<file path="src/rtl/alu_slice_sequencer_if.sv">
// Request/response bus between the control unit (master) and the
// slice sequencer (slave): start/ready handshake, wide operands, registered result.
interface alu_slice_sequencer_if #(
  parameter int W = 16
);
  logic         start;
  logic         ready;
  logic [1:0]   op;
  logic [W-1:0] a_in;
  logic [W-1:0] b_in;
  logic         carry_in;
  logic [W-1:0] result;
  logic [2:0]   flags;
  logic         done;

  modport master (
    output start, op, a_in, b_in, carry_in,
    input  ready, result, flags, done
  );

  modport slave (
    input  start, op, a_in, b_in, carry_in,
    output ready, result, flags, done
  );
endinterface

</file>
<file path="src/rtl/alu_slice_sequencer.sv">
// Runs a W-bit ADD/AND/OR through the 8-bit datapath ALU one byte slice per
// cycle, low slice first, chaining the carry and producing its own {N,Z,C}.
module alu_slice_sequencer #(
  parameter int         NSLICE = 2,
  parameter logic [1:0] OP_ADD = 2'b00,
  parameter logic [1:0] OP_AND = 2'b01,
  parameter logic [1:0] OP_OR  = 2'b10
) (
  input  logic                 clk,
  input  logic                 rst,
  alu_slice_sequencer_if.slave bus,
  output logic [7:0]           alu_a,
  output logic [7:0]           alu_b,
  output logic [1:0]           alu_op,
  output logic                 alu_c,
  input  logic [7:0]           alu_result,
  input  logic [2:0]           alu_czn
);

  localparam int CW = (NSLICE > 1) ? $clog2(NSLICE) : 1;
  localparam logic [CW-1:0] LAST = CW'(NSLICE - 1);

  typedef enum logic [1:0] {
    IDLE,
    RUN,
    DONE
  } state_t;

  state_t                   state;
  state_t                   state_next;
  logic [CW-1:0]            slice;
  logic [NSLICE-1:0][7:0]   a_q;
  logic [NSLICE-1:0][7:0]   b_q;
  logic [NSLICE-1:0][7:0]   stage;
  logic [NSLICE-1:0][7:0]   full;
  logic [1:0]               op_q;
  logic                     cin_q;
  logic                     carry_q;
  logic                     last_slice;
  logic                     is_add;
  logic                     is_legal;
  logic                     carry_out;
  wire  [1:0]               czn_unused = alu_czn[2:1];

  assign last_slice = (slice == LAST);
  assign is_add     = (op_q == OP_ADD);
  assign is_legal   = (op_q == OP_ADD) || (op_q == OP_AND) || (op_q == OP_OR);
  assign carry_out  = is_add & alu_czn[0];

  always_ff @(posedge clk) begin
    if (rst) begin
      state <= IDLE;
    end else begin
      state <= state_next;
    end
  end

  always_comb begin
    state_next = state;
    case (state)
      IDLE:    if (bus.start) state_next = RUN;
      RUN:     if (last_slice) state_next = DONE;
      DONE:    state_next = IDLE;
      default: state_next = IDLE;
    endcase
  end

  // Staged result with the slice currently on the ALU merged in; on the
  // last slice this is the complete W-bit result.
  always_comb begin
    full        = stage;
    full[slice] = alu_result;
  end

  always_ff @(posedge clk) begin
    if (rst) begin
      slice      <= '0;
      a_q        <= '0;
      b_q        <= '0;
      op_q       <= OP_ADD;
      cin_q      <= 1'b0;
      carry_q    <= 1'b0;
      stage      <= '0;
      bus.result <= '0;
      bus.flags  <= 3'b000;
    end else if (state == IDLE) begin
      if (bus.start) begin
        a_q   <= bus.a_in;
        b_q   <= bus.b_in;
        op_q  <= bus.op;
        cin_q <= bus.carry_in;
        slice <= '0;
      end
    end else if (state == RUN) begin
      stage   <= full;
      carry_q <= carry_out;
      if (last_slice) begin
        bus.result <= full;
        bus.flags  <= {full[NSLICE-1][7], (full == '0), carry_out};
      end else begin
        slice <= slice + 1'b1;
      end
    end
  end

  // An illegal opcode runs as AND against zero so the result is always 0.
  always_comb begin
    bus.ready = (state == IDLE);
    bus.done  = (state == DONE);
    alu_a     = 8'h00;
    alu_b     = 8'h00;
    alu_op    = OP_ADD;
    alu_c     = 1'b0;
    if (state == RUN) begin
      alu_a  = a_q[slice];
      alu_b  = is_legal ? b_q[slice] : 8'h00;
      alu_op = is_legal ? op_q : OP_AND;
      alu_c  = is_add & ((slice == '0) ? cin_q : carry_q);
    end
  end

endmodule
</file>
<file path="src/flat_wrapper.sv">
// flat-port wrapper written by rule: the top's interface ports become plain ports
module alu_slice_sequencer_flat 
#(
  parameter int         NSLICE = 2,
  parameter logic [1:0] OP_ADD = 2'b00,
  parameter logic [1:0] OP_AND = 2'b01,
  parameter logic [1:0] OP_OR  = 2'b10
)
  (clk, rst, alu_a, alu_b, alu_op, alu_c, alu_result, alu_czn, bus_start, bus_op, bus_a_in, bus_b_in, bus_carry_in, bus_ready, bus_result, bus_flags, bus_done);
  alu_slice_sequencer_if bus_i ();
  input  logic clk;
  input  logic rst;
  output logic [7:0] alu_a;
  output logic [7:0] alu_b;
  output logic [1:0] alu_op;
  output logic alu_c;
  input  logic [7:0] alu_result;
  input  logic [2:0] alu_czn;
  input wire logic [$bits(bus_i.start)-1:0] bus_start;
  input wire logic [$bits(bus_i.op)-1:0] bus_op;
  input wire logic [$bits(bus_i.a_in)-1:0] bus_a_in;
  input wire logic [$bits(bus_i.b_in)-1:0] bus_b_in;
  input wire logic [$bits(bus_i.carry_in)-1:0] bus_carry_in;
  output wire logic [$bits(bus_i.ready)-1:0] bus_ready;
  output wire logic [$bits(bus_i.result)-1:0] bus_result;
  output wire logic [$bits(bus_i.flags)-1:0] bus_flags;
  output wire logic [$bits(bus_i.done)-1:0] bus_done;
  assign bus_i.start = bus_start;
  assign bus_i.op = bus_op;
  assign bus_i.a_in = bus_a_in;
  assign bus_i.b_in = bus_b_in;
  assign bus_i.carry_in = bus_carry_in;
  assign bus_ready = bus_i.ready;
  assign bus_result = bus_i.result;
  assign bus_flags = bus_i.flags;
  assign bus_done = bus_i.done;
  alu_slice_sequencer #(.NSLICE(NSLICE), .OP_ADD(OP_ADD), .OP_AND(OP_AND), .OP_OR(OP_OR)) u_core (.clk(clk), .rst(rst), .bus(bus_i), .alu_a(alu_a), .alu_b(alu_b), .alu_op(alu_op), .alu_c(alu_c), .alu_result(alu_result), .alu_czn(alu_czn));
endmodule
</file>
<file path="config.mk">
export PLATFORM = sky130hd
export DESIGN_NAME = alu_slice_sequencer_flat
export DESIGN_NICKNAME = d
export VERILOG_FILES = /design/src/rtl/alu_slice_sequencer_if.sv /design/src/rtl/alu_slice_sequencer.sv /design/src/flat_wrapper.sv
export SDC_FILE = /design/constraint.sdc
export NUM_CORES = 1
export LEC_CHECK = 0
export ABC_AREA = 1
export BUFFER_PORTS_ARGS = -buffer_cell sky130_fd_sc_hd__buf_2
export CORE_ASPECT_RATIO = 0.8
export CORE_MARGIN = 10
export CORE_UTILIZATION = 46
export DETAILED_ROUTE_END_ITERATION = 6
export GPL_ROUTABILITY_DRIVEN = 0
export PLACE_DENSITY = 0.76
export SYNTH_ARGS = -nofsm -noshare
export SYNTH_HDL_FRONTEND = slang
export SYNTH_SLANG_ARGS = --single-unit
</file>
<file path="constraint.sdc">
create_clock -name clk -period 1.1 [get_ports clk]
set_input_delay 0.165 -clock clk [delete_from_list [all_inputs] [get_ports clk]]
set_output_delay 0.165 -clock clk [all_outputs]
set_load 0.02 [all_outputs]
</file>
==> results of run 1 <==
==> layout make-up <==
| cell class | instances | share of cell area (%) |
|---|---|---|
| multi-input combinational | 269 | 37.9 |
| sequential | 72 | 27.7 |
| timing repair buffer | 137 | 25.3 |
| clock buffer | 11 | 2.91 |
| inverter | 29 | 2.69 |
| tap | 81 | 1.93 |
| clock inverter | 5 | 1.48 |
| timing repair inverter | 1 | 0.167 |
==> repair_timing <==
action / CTS / global route
cloned: 9 / 3
hold buffers: 0 / 0
resized for setup: 163 / 97
pin swaps: 15 / 41
endpoints found under the hold margin: 0 / 0
endpoints found under the setup margin: 89 / 94
setup buffers: 17 / 9
==> layout by cell type, fill, tap and decap left out, types with 12 or more instances in the layout <==
cell     netlist  routed
nor2_2         1      18
dfxtp_1       72      68
buf_6          5      32
buf_4          6      15
o21ai_2        0      37
inv_1         25      22
nand2_1       70      42
a21oi_4        0      19
nand2_2        1      20
buf_12         0      12
nor2_1        91      66
buf_2          7      64
==> registers in the layout (all words and copies together) (netlist names) <==
register and flops:
u_core.state 2, u_core.b_q 16, u_core.cin_q 1, u_core.stage 15
u_core.op_q 2, u_core.last_slice 1, u_core.carry_q 1, u_core.bus.flags 3
u_core.bus.result 15, u_core.a_q 16
==> power groups by stage <==
stage	clock network [W]	logic [W]	registers, W
floorplan	0	0.000756	0.00293
global placement	0	0.00106	0.00293
CTS	0.00242	0.00161	0.00289
detailed placement	0	0.00108	0.00294
finish	0.00254	0.00199	0.00296
global route	0.00258	0.00207	0.00296
==> worst min-delay path, stage by stage <==
cell     delay, ps
buf_2           90
o21ai_2         50
nor2_1          60
==> per-stage QoR <==
stage | worst slack [ps] | cells | power (W) | hold slack (ps)
6_report | -547 | 605 | 0.00749 | 27.4
5_1_grt | -563 | 605 | 0.00761 | 53.3
4_1_cts | -464 | 599 | 0.00692 | 34.6
3_5_place_dp | -211 | 557 | 0.00401 | 403
3_3_place_gp | -170 | 557 | 0.00399 | 399
2_1_floorplan | -146 | 392 | 0.00369 | 310
==> worst paths after layout <==
check | startpoint | end | slack, ps | depth (start not counted)
hold / removal | bus_a_in[0] | u_core.a_q[0] | 30 | 3
setup reg to reg | u_core.state[0] | u_core.bus.result[4] | -420 | 10
setup / recovery | u_core.state[0] | alu_b[5] | -550 | 6
hold reg to reg | u_core.bus.flags[0] | u_core.bus.flags[0] | 470 | 2
==> per-layer routing <==
| layer | share of wire, % | track usage (%) | up-vias |
|---|---|---|---|
| met5 | 0 | 0 | - |
| met4 | 7.4 | 17.2 | 0 |
| met3 | 11 | 8.55 | 117 |
| met2 | 44 | 38.9 | 347 |
| met1 | 37 | 28.4 | 1714 |
| li1 | - | - | 1513 |
==> cells by family (layout without fill, tap and decap cells) <==
kind of cell    count (synthesis)  count (layout)  share of synthesized area [%]
buf+inv                        53             183                           9.58
simple gates                  173             175                           24.0
flops                          72              72                           49.5
compound gates                 94              94                           17.0
==> flow_summary.rst, run 1 <==
.. list-table::
   :header-rows: 1

   * - Metric
     - Value
   * - Global-route usage over all layers
     - 25.1%
   * - Antenna violations before repair
     - 0
   * - Cts bufs inserted
     - 9
   * - Proportion of total power due to net switching
     - 32.7%
   * - Final routed wire length divided by cell count
     - 24.8 um
   * - Total negative slack
     - -30320 ps
   * - Top-area cell type share of the netlist area
     - 49.5%
   * - CP Class
     - register to primary output
   * - Minimum clock period
     - 1650 ps
   * - List of most frequent post-synthesis cells
     - 91 x nor2_1, 72 x dfxtp_1, 70 x nand2_1
   * - Distinct cell type count of the synthesized netlist
     - 23
   * - Startpoint Class
     - register
   * - Post-route setup slack
     - -547 ps
   * - Most frequent cell after synthesis
     - nor2_1
   * - Clock network fraction of total power
     - 33.9%
   * - Post-synthesis cell count
     - 392
   * - Final design utilization
     - 87.0%
   * - CP arrival
     - 1480 ps
   * - Synthesized Nets
     - 441
   * - Count of routing violations after the opening detailed-route iteration
     - 428
   * - RSZ-0062 raised after global routing
     - yes
   * - ANT nets after route
     - 0
   * - Global-route congestion overflow total
     - 0
   * - Clock root cell
     - clkbuf_8
   * - Remaining max-slew budget at the tightest pin
     - 61.6%
   * - Die height
     - 91.2 um
   * - Growth of design area from synthesis to finish
     - 80.2%
   * - Die Outline Area
     - 0.00993 mm^2
   * - FF/Latch Area
     - 0.00145 mm^2
   * - Via count of the first global-routing pass
     - 3495
   * - Yosys reg bits
     - 72
   * - DIE WIDTH
     - 109 um
   * - Combinational share of power
     - 26.6%
   * - Number of max-capacitance violations reported
     - 0
   * - Net switching power
     - 0.00245 W
   * - Post-synth EDFFs
     - 0
   * - Maximum cell stage delay along the critical path
     - 370 ps
   * - Count of buffers from port buffering
     - 86
   * - Top flip-flop cell by instance count after synthesis
     - dfxtp_1
   * - Power density cells
     - 1430 mW/mm^2
   * - Starting utilization of the core area
     - 48.2%
   * - Filler Cell Count
     - 246
   * - Fraction of final layout cells sized beyond drive strength 1
     - 58.2%
   * - Maximum achievable frequency
     - 607 MHz
   * - Async set-reset flop share out of synthesis
     - 0%
   * - Critical path, cell by cell
     - inv_4 -> nor2_8 -> o21ai_4 -> buf_12 -> a21oi_4 -> buf_6
   * - Footprint of the multi-input gates
     - 0.00199 mm^2
   * - Post-detailed-routing wire length
     - 15000 um
   * - Layout net count
     - 568
   * - Pin count of the biggest net entering global routing
     - 24
   * - First-pass GRT wire length
     - 19400 um
   * - Critical-path top delay cell
     - dfxtp_4
   * - Clock Skews
     - 16.1 ps
   * - Classification of the worst-slack hold path
     - input port to register
   * - Library cell with the largest summed area after synthesis
     - dfxtp_1
   * - Floorplan row count
     - 25
   * - Synth warn
     - 0
   * - Netlist Area Pre-Place
     - 0.00291 mm^2
   * - Worst VDD drop
     - 1.02 mV
   * - Router iterations before antenna repair
     - 5
   * - CTS tree
     - yes
   * - Number of antenna diodes
     - 0
   * - Via density
     - 6.10
   * - Violations in the final reports
     - negative setup slack
   * - Final worst path period share
     - 150%
   * - Required time worst endpoint
     - 940 ps
   * - # DRC
     - 0
   * - Cells taking the most area after synthesis
     - dfxtp_1 49%, nor2_1 12%, nand2_1 9.0%
   * - Clk slew on worst S/H paths
     - 80 ps
   * - Number of hold violations in the final report
     - 0
   * - Clock Latency Late Sink
     - 380 ps
   * - Top fanout value on the critical path
     - 8
   * - Final setup violation count
     - 94
   * - Result of the run
     - finished with violations
   * - # H-tree levels
     - 3
   * - Reported leakage power
     - 2.21 nW
   * - Internal Power
     - 0.00504 W
   * - Count of buffer and inverter cells on the critical path
     - 3
   * - Post-detail-place hpwl
     - 5830 um
   * - Max-slew violation count
     - 0
   * - Cell area after layout
     - 0.00525 mm^2
   * - Total vias in the final route
     - 3691
   * - Sequential area share after synthesis
     - 49.5%
   * - Fraction of power consumed by sequential logic
     - 39.5%
   * - Family with the most delay on the worst path
     - flip-flops
   * - Type of destination of the critical path
     - primary output
   * - Clk sinks
     - 72
   * - Post-DP Area
     - 0.00377 mm^2
   * - Synth Area per Inst
     - 7.43 um^2
   * - I/O pin cnt
     - 89
   * - Core region area
     - 0.00604 mm^2
   * - Maximum clock path buffer count
     - 2
   * - Least-Margin Pin Slew
     - 575 ps
Note: power is estimated with default switching activity, not from simulation.
==> inputs of run 2 (changes only) <==
--- a/config.mk
+++ b/config.mk
@@ -7,7 +7,6 @@
 export LEC_CHECK = 0
 export ABC_AREA = 1
 export BUFFER_PORTS_ARGS = -buffer_cell sky130_fd_sc_hd__buf_2
-export CORE_ASPECT_RATIO = 0.8
 export CORE_MARGIN = 10
 export CORE_UTILIZATION = 46
 export DETAILED_ROUTE_END_ITERATION = 6
==> constraint.sdc (replaced) <==
create_clock -name clk -period 1.5 [get_ports clk]
set_input_delay 0.225 -clock clk [delete_from_list [all_inputs] [get_ports clk]]
set_output_delay 0.225 -clock clk [all_outputs]
set_load 0.02 [all_outputs]
==> run 2 against run 1 <==
The run still ends with negative setup slack left; combinational power shrank 62%; routed wire length shrank 45%; clock skew down 9.5 ps; global-route usage is 8.3 points lower; sequential cell count unchanged; final cell count down 6.6%; critical path type unchanged; largest power group unchanged; highest routed layer unchanged.
==> flow_summary.rst, run 2 (synthesis gave the netlist of run 1 again) <==
.. list-table::
   :header-rows: 1

   * - Metric
     - Value
   * - Router iterations before antenna repair
     - 4 (-1)
   * - Highest-count cells in the layout ignoring fill and taps
     - 90 x nor2_1, 69 x nand2_1, 68 x buf_2, 68 x dfxtp_1, 36 x o21ai_0
   * - Final setup violation count
     - 19 (-80%)
   * - Global-route congestion overflow total
     - 0 (unchanged)
   * - Family with the most delay on the worst path
     - buffers and inverters
   * - Via density
     - 5.02 (-18%)
   * - Critical-path top delay cell
     - dfxtp_2
   * - Growth of design area from synthesis to finish
     - 34.8%
   * - Post-detailed-routing wire length
     - 8320 um (-45%)
   * - Maximum clock path buffer count
     - 2 (unchanged)
   * - Fraction of final layout cells sized beyond drive strength 1
     - 32.2% (-26 points)
   * - Global-route met3 utilization
     - 4.71% (-3.8 points)
   * - PnR Total Power
     - 0.00461 W (-38%)
   * - FF/Latch Area
     - 0.00145 mm^2 (-0.34%)
   * - Clock Skews
     - 6.63 ps (-9.50 ps)
   * - Global-route track usage on met1
     - 19.8% (-8.6 points)
   * - Top fanout value on the critical path
     - 6 (-2)
   * - Clock network fraction of total power
     - 37.6% (+3.7 points)
   * - Critical path, cell by cell
     - inv_2 -> nor2_8 -> clkinvlp_4 -> buf_6 -> nor3_4 -> buf_6
   * - I/O pin cnt
     - 89 (unchanged)
   * - Floorplan row count
     - 28 (+12%)
   * - Largest registers ranked by flip-flop count
     - u_core.a_q x16, u_core.b_q x16
   * - Global-route usage over all layers
     - 16.8% (-8.3 points)
   * - Die height
     - 99.6 um (+9.2%)
   * - Die Outline Area
     - 0.00992 mm^2 (-0.20%)
   * - Pre-CTS worst setup slack
     - 92.0 ps (+303 ps)
   * - Count of routing violations after the opening detailed-route iteration
     - 152 (-64%)
   * - Count of hold buffers inserted by post-cts repair
     - 0 (unchanged)
   * - CP Class
     - register to primary output
   * - Clock root cell
     - clkbuf_8
   * - # DRC
     - 0 (unchanged)
   * - Post-route setup slack
     - -157 ps (+389 ps)
   * - Remaining max-slew budget at the tightest pin
     - 73.4% (+12 points)
   * - Most common cell after layout, fill and taps aside
     - nor2_1
   * - Count of buffer and inverter cells on the critical path
     - 4 (+1)
   * - # H-tree levels
     - 3 (unchanged)
   * - Total vias in the final route
     - 2839 (-23%)
   * - Final worst path period share
     - 110%
   * - Cts bufs inserted
     - 9 (unchanged)
   * - Clk sinks
     - 72 (unchanged)
   * - Count of buffers from port buffering
     - 86 (unchanged)
   * - Maximum cell stage delay along the critical path
     - 340 ps (-30 ps)
   * - Worst VDD drop
     - 0.755 mV (-26%)
   * - Clk slew on worst S/H paths
     - 70 ps (about the same)
   * - Max-slew violation count
     - 0 (unchanged)
   * - Footprint of the multi-input gates
     - 0.00131 mm^2 (-34%)
   * - Pin count of the biggest net entering global routing
     - 37 (+54%)
   * - Number of max-capacitance violations reported
     - 0 (unchanged)
   * - Classification of the worst-slack hold path
     - input port to register
   * - Filler Cell Count
     - 527 (+110%)
   * - Clock Latency Late Sink
     - 340 ps (-40 ps)
   * - Violations in the final reports
     - negative setup slack
   * - Power density cells
     - 1180 mW/mm^2 (-18%)
   * - CP arrival
     - 1430 ps (-50 ps)
   * - Number of antenna diodes
     - 0 (unchanged)
   * - Starting utilization of the core area
     - 48.3% (+0.090 points)
   * - Combinational share of power
     - 16.5% (-10 points)
   * - Internal Power
     - 0.00337 W (-33%)
   * - ANT nets after route
     - 0 (unchanged)
   * - RSZ-0062 raised after global routing
     - yes
   * - Maximum achievable frequency
     - 603 MHz
   * - Routing usage on met2
     - 28.2% (-11 points)
   * - Required time worst endpoint
     - 1270 ps (+330 ps)
   * - Proportion of total power due to net switching
     - 26.9% (-5.7 points)
   * - Core region area
     - 0.00603 mm^2 (-0.19%)
   * - Result of the run
     - finished with violations
   * - Layout net count
     - 534 (-6.0%)
   * - CTS tree
     - yes
   * - Worst path most repeated cell
     - buf_6
   * - Least-Margin Pin Slew
     - 398 ps (-177 ps)
   * - Minimum clock period
     - 1660 ps
   * - Antenna violations before repair
     - 0 (unchanged)
   * - Post-detail-place hpwl
     - 5510 um (-5.5%)
   * - Reported leakage power
     - 1.72 nW (-22%)
   * - Net switching power
     - 0.00124 W (-49%)
   * - First-pass GRT wire length
     - 13800 um (-29%)
   * - Hold WS
     - 117 ps (+89.7 ps)
   * - Final routed wire length divided by cell count
     - 14.7 um (-41%)
   * - Via count of the first global-routing pass
     - 2913 (-17%)
   * - Type of destination of the critical path
     - primary output
   * - Fraction of power consumed by sequential logic
     - 45.9% (+6.4 points)
   * - Number of hold violations in the final report
     - 0 (unchanged)
   * - DIE WIDTH
     - 99.6 um (-8.6%)
   * - Startpoint Class
     - register
   * - Most used routing layer in global routing
     - met2
## run 2: metrics by stage
| step | area (um^2) | utilization (%) | TNS [ps] | std cells |
|---|---|---|---|---|
| global placement | 3360 | 55.8 | 0 | 540 |
| detailed placement | 3360 | 55.8 | 0 | 540 |
| global route | 3930 | 65.2 | -3470 | 565 |
| CTS | 3890 | 64.5 | -1660 | 565 |
| finish | 3930 | 65.2 | -2400 | 565 |
| floorplan | 2910 | - | 0 | 392 |
## run 2: worst register-to-register path, delay by kind of cell (launching register included)
family          cells  cell delay (ps)
buf+inv             4              560
simple gates        4              350
flops               1              330
compound gates      1               90
## run 2: timing repair
item / in CTS / in global routing
pin swaps: 3 / 0
setup buffers: 7 / 0
cloned: 2 / 0
gates resized for setup: 72 / 10
setup endpoints to repair: 19 / 39
endpoints found under the hold margin: 0 / 0
## run 2: cell type report
| class | count | share of cell area, % |
|---|---|---|
| repair buffers | 105 | 18.1 |
| well taps | 75 | 2.39 |
| inverters | 29 | 3.12 |
| flip-flops and latches | 72 | 36.9 |
| repair inverters | 1 | 0.223 |
| multi-input cells | 267 | 33.4 |
| clock buffers | 12 | 3.95 |
| clock inverters | 4 | 1.94 |
## run 2: power groups by stage
stage / sequential [W] / clock [W] / combinational [W]
floorplan: 0.00215 / 0 / 0.000442
global placement: 0.00214 / 0 / 0.000607
detailed placement: 0.00215 / 0 / 0.000619
CTS: 0.00211 / 0.00176 / 0.000736
global route: 0.00213 / 0.00185 / 0.000843
finish: 0.00212 / 0.00174 / 0.000760
## run 2: path summary, 6_finish.rpt
check,cells after the start,slack (ps),startpoint,endpoint
max reg2reg,9,120,u_core.state[0],u_core.bus.result[0]
min,3,120,bus_b_in[2],u_core.b_q[2]
max,6,-160,u_core.state[0],alu_op[1]
min reg2reg,2,460,u_core.bus.result[1],u_core.bus.result[1]
## run 2: metal layers
layer	vias to the layer above	wire length, um	part of all wire (%)
li1	1437	-	-
met1	1300	3620	43
met2	85	4050	49
met3	17	483	5.8
met4	0	170	2.0
met5	-	0	0
==> inputs of run 3 (changes only) <==
--- a/config.mk
+++ b/config.mk
@@ -5,13 +5,14 @@
 export SDC_FILE = /design/constraint.sdc
 export NUM_CORES = 1
 export LEC_CHECK = 0
-export ABC_AREA = 1
+export ABC_AREA = 0
 export BUFFER_PORTS_ARGS = -buffer_cell sky130_fd_sc_hd__buf_2
 export CORE_MARGIN = 10
-export CORE_UTILIZATION = 46
+export CORE_UTILIZATION = 45
 export DETAILED_ROUTE_END_ITERATION = 6
 export GPL_ROUTABILITY_DRIVEN = 0
-export PLACE_DENSITY = 0.76
+export PLACE_DENSITY = 0.75
 export SYNTH_ARGS = -nofsm -noshare
 export SYNTH_HDL_FRONTEND = slang
 export SYNTH_SLANG_ARGS = --single-unit
+export TNS_END_PERCENT = 5
==> run 3 against run 2 <==
Final cell count is 6.9% lower; critical endpoint is now alu_c; total power is 13% lower; final area fell by 4.6%; the run still ends with negative setup slack left; sequential cell count down 1; highest routed layer unchanged; setup slack improved by 51 ps; register-to-register slack worse by 130 ps; clock skew about the same; sequential share of layout area increased by 1.2 points; largest power group unchanged.
==> flow_summary.rst, run 3 <==
.. list-table::
   :header-rows: 1

   * - Metric
     - Value
   * - Number of antenna diodes
     - 0 (unchanged)
   * - Remaining max-slew budget at the tightest pin
     - 76.2% (+2.8 points)
   * - Post-detail-place hpwl
     - 5360 um (-2.7%)
   * - Adder and majority cell fraction of the synthesized area
     - 0% (unchanged)
   * - Clock network fraction of total power
     - 33.7% (-3.9 points)
   * - Number of max-capacitance violations reported
     - 0 (unchanged)
   * - Combinational share of power
     - 15.3% (-1.2 points)
   * - Clock Latency Late Sink
     - 340 ps (about the same)
   * - Pin count of the biggest net entering global routing
     - 50 (+35%)
   * - Global-route congestion overflow total
     - 0 (unchanged)
   * - PnR Total Power
     - 0.00401 W (-13%)
   * - Worst VDD drop
     - 0.754 mV (-0.18%)
   * - Count of buffers from port buffering
     - 86 (unchanged)
   * - Footprint of the multi-input gates
     - 0.00135 mm^2 (+2.7%)
   * - Cells taking the most area after synthesis
     - dfxtp_1 51%, nand2_1 17%, a21oi_1 12%
   * - Synth Area per Inst
     - 7.79 um^2 (+4.8%)
   * - Via density
     - 5.07 (+0.94%)
   * - Post-synth EDFFs
     - 0 (unchanged)
   * - Clk sinks
     - 71 (-1.4%)
   * - Global-route usage over all layers
     - 15.1% (-1.7 points)
   * - Clk slew on worst S/H paths
     - 70 ps (about the same)
   * - I/O pin cnt
     - 89 (unchanged)
   * - RSZ-0062 raised after global routing
     - yes
   * - Clock Skews
     - 6.75 ps (+0.116 ps)
   * - Floorplan row count
     - 28 (unchanged)
   * - Cts bufs inserted
     - 9 (unchanged)
   * - # H-tree levels
     - 3 (unchanged)
   * - Startpoint Class
     - register
   * - Reported leakage power
     - 1.53 nW (-11%)
   * - Synth warn
     - 0 (unchanged)
   * - Die Outline Area
     - 0.00972 mm^2 (-1.9%)
   * - Die height
     - 98.6 um (-0.98%)
   * - Internal Power
     - 0.00296 W (-12%)
   * - Result of the run
     - finished with violations
   * - Net switching power
     - 0.00105 W (-15%)
   * - Router iterations before antenna repair
     - 4 (unchanged)
   * - Classification of the worst-slack hold path
     - input port to register
   * - Complex-gate fraction of the synthesized area
     - 14.8% (-2.2 points)
   * - Synthesized Nets
     - 406 (-7.9%)
   * - Least-Margin Pin Slew
     - 356 ps (-41.4 ps)
   * - Netlist Area Pre-Place
     - 0.00278 mm^2 (-4.6%)
   * - Top flip-flop cell by instance count after synthesis
     - dfxtp_1
   * - Core region area
     - 0.00596 mm^2 (-1.2%)
   * - Filler Cell Count
     - 546 (+3.6%)
   * - Most common cell after layout, fill and taps aside
     - nand2_1
   * - Number of hold violations in the final report
     - 0 (unchanged)
   * - Count of routing violations after the opening detailed-route iteration
     - 136 (-11%)
   * - Worst hold path startpoint
     - bus_a_in[5]
   * - Max-slew violation count
     - 0 (unchanged)
   * - Final worst path period share
     - 107% (-3.4 points)
   * - Critical R2R Launch
     - u_core.last_slice
   * - Worst reg2reg path endpoint
     - u_core.bus.flags[1]
   * - ANT nets after route
     - 0 (unchanged)
   * - Total negative slack
     - -1150 ps (+1260 ps)
   * - End of the worst hold path
     - u_core.a_q[5]
   * - CP Class
     - register to primary output
   * - Required time worst endpoint
     - 1270 ps (about the same)
   * - Top fanout value on the critical path
     - 14 (+8)
   * - Via count of the first global-routing pass
     - 2584 (-11%)
   * - Critical-path top delay cell
     - dfxtp_4
   * - Reg2Reg Setup Slack
     - -10 ps (-130 ps)
   * - Proportion of total power due to net switching
     - 26.3% (-0.68 points)
   * - Layout net count
     - 498 (-6.7%)
   * - DIE WIDTH
     - 98.6 um (-0.98%)
   * - Minimum clock period
     - 1610 ps (-51.2 ps)
   * - First-pass GRT wire length
     - 12300 um (-11%)
   * - Top-area cell type share of the netlist area
     - 51.1% (+1.6 points)
   * - Power density cells
     - 1070 mW/mm^2 (-8.9%)
   * - Total vias in the final route
     - 2668 (-6.0%)
   * - Final routed wire length divided by cell count
     - 14.7 um (-0.14%)
   * - Highest-count cells in the layout ignoring fill and taps
     - 124 x nand2_1, 71 x buf_2, 69 x a21oi_1, 68 x dfxtp_1, 24 x buf_4
   * - Final setup violation count
     - 19 (unchanged)
   * - Library cell with the largest summed area after synthesis
     - dfxtp_1
   * - Type of destination of the critical path
     - primary output
   * - Antenna violations before repair
     - 0 (unchanged)
   * - # DRC
     - 0 (unchanged)
   * - Worst Hold Depth
     - 3 (unchanged)
   * - Growth of design area from synthesis to finish
     - 34.7% (about the same)
   * - Xor/xnor share of the synthesized area
     - 0% (unchanged)
   * - Fraction of final layout cells sized beyond drive strength 1
     - 31.3% (-0.98 points)
   * - FF/Latch Area
     - 0.00143 mm^2 (-1.5%)
   * - Multiplexer fraction of the synthesized cell area
     - 6.12% (+6.1 points)
   * - Most frequent cell after synthesis
     - nand2_1
   * - Clock root cell
     - clkbuf_8
   * - Post-synthesis cell count
     - 357 (-8.9%)
   * - Maximum clock path buffer count
     - 2 (unchanged)
   * - Distinct cell type count of the synthesized netlist
     - 21 (-8.7%)
   * - List of most frequent post-synthesis cells
     - 125 x nand2_1, 71 x dfxtp_1, 69 x a21oi_1
   * - Maximum cell stage delay along the critical path
     - 390 ps (+50 ps)
   * - Path depth of the worst reg2reg path
     - 4 (-5)
   * - Violations in the final reports
     - negative setup slack
   * - Yosys reg bits
     - 71 (-1.4%)
   * - Combinational family with the most area after synthesis
     - simple AND/OR/NAND/NOR gates
   * - Post-route setup slack
     - -106 ps (+51.2 ps)
   * - Largest registers ranked by flip-flop count
     - u_core.a_q x16, u_core.b_q x16, u_core.bus.result x15
   * - Maximum achievable frequency
     - 623 MHz (+3.2%)
   * - CP arrival
     - 1380 ps (-50 ps)
   * - Sequential area share after synthesis
     - 51.1% (+1.6 points)
   * - Critical path, cell by cell
     - buf_12 -> mux2i_2 -> nor4_2 -> buf_4
   * - Starting utilization of the core area
     - 46.7% (-1.7 points)
   * - Async set-reset flop share out of synthesis
     - 0% (unchanged)
   * - Count of hold buffers inserted by post-cts repair
     - 0 (unchanged)
   * - Fraction of power consumed by sequential logic
     - 51.0% (+5.1 points)
   * - Area share of and/or/nand/nor cells after synthesis
     - 24.3% (+0.33 points)
   * - CTS tree
     - yes
   * - Post-detailed-routing wire length
     - 7740 um (-7.0%)
==> run 3: what timing repair did <==
item,in CTS,in global routing
gates cloned,0,1
pin swaps,3,1
buffers inserted,4,0
endpoints found under the setup margin,32,27
gates resized for setup,31,24
endpoints found under the hold margin,0,0
==> run 3: power groups by stage <==
| stage | logic, W | clock network, W | registers [W] |
|---|---|---|---|
| global route | 0.000675 | 0.00146 | 0.00206 |
| CTS | 0.000567 | 0.00138 | 0.00204 |
| detailed placement | 0.000529 | 0 | 0.00208 |
| finish | 0.000612 | 0.00135 | 0.00205 |
| global placement | 0.000521 | 0 | 0.00207 |
| floorplan | 0.000320 | 0 | 0.00207 |
==> run 3: metal layers <==
layer  vias to the layer above  part of all wire (%)  global-route usage (%)  wire [um]
met5                         -                     0                       0          0
met4                         0                   1.8                    6.73        139
met3                        14                   8.9                    5.87        686
met2                        95                    45                    22.6       3510
met1                      1201                    44                    18.7       3400
li1                       1358                     -                       -          -
==> run 3: worst max path at each step <==
| stage | startpoint | endpoint | slack (ps) |
|---|---|---|---|
| floorplan | u_core.last_slice | alu_a[5] | -30 |
| global placement | alu_result[6] | u_core.bus.flags[1] | -120 |
| detailed placement | alu_result[6] | u_core.bus.flags[1] | -140 |
| CTS | u_core.last_slice | alu_a[7] | -80 |
| global route | u_core.state[1] | alu_b[5] | -150 |
| finish | u_core.last_slice | alu_c | -110 |
==> run 3: kinds of logic (layout without fill, tap and decap cells) <==
group,count (synthesis),count (layout)
AO/OA/AOI/OAI,79,79
buffers and inverters,25,119
flip-flops,71,71
multiplexers,17,17
AND/OR/NAND/NOR,165,165
==> run 3: critical path, delay by kind of cell, from the launching register on <==
kind / cells / cell delay [ps]
flops: 1 / 390
simple gates: 1 / 160
mux: 1 / 150
buf+inv: 2 / 350
==> run 3: area by class of cell <==
cell class	instances	share of cell area, %
Sequential cell	71	38.1
Multi-Input combinational cell	261	35.9
Timing Repair Buffer	106	18.9
Clock buffer	12	4.41
Tap cell	75	2.51
Clock inverter	1	0.134
==> run 3: through the flow <==
step / hold slack, ps / setup WS, ps / instance area, um^2 / util (%) / instances
global placement: 440 / -119 / 3350 / 56.2 / 508
finish: 118 / -106 / 3750 / 62.9 / 526
detailed placement: 445 / -143 / 3350 / 56.2 / 508
CTS: 108 / -78.0 / 3630 / 61.0 / 525
floorplan: 326 / -27.4 / 2790 / - / 357
global route: 114 / -148 / 3750 / 62.9 / 526
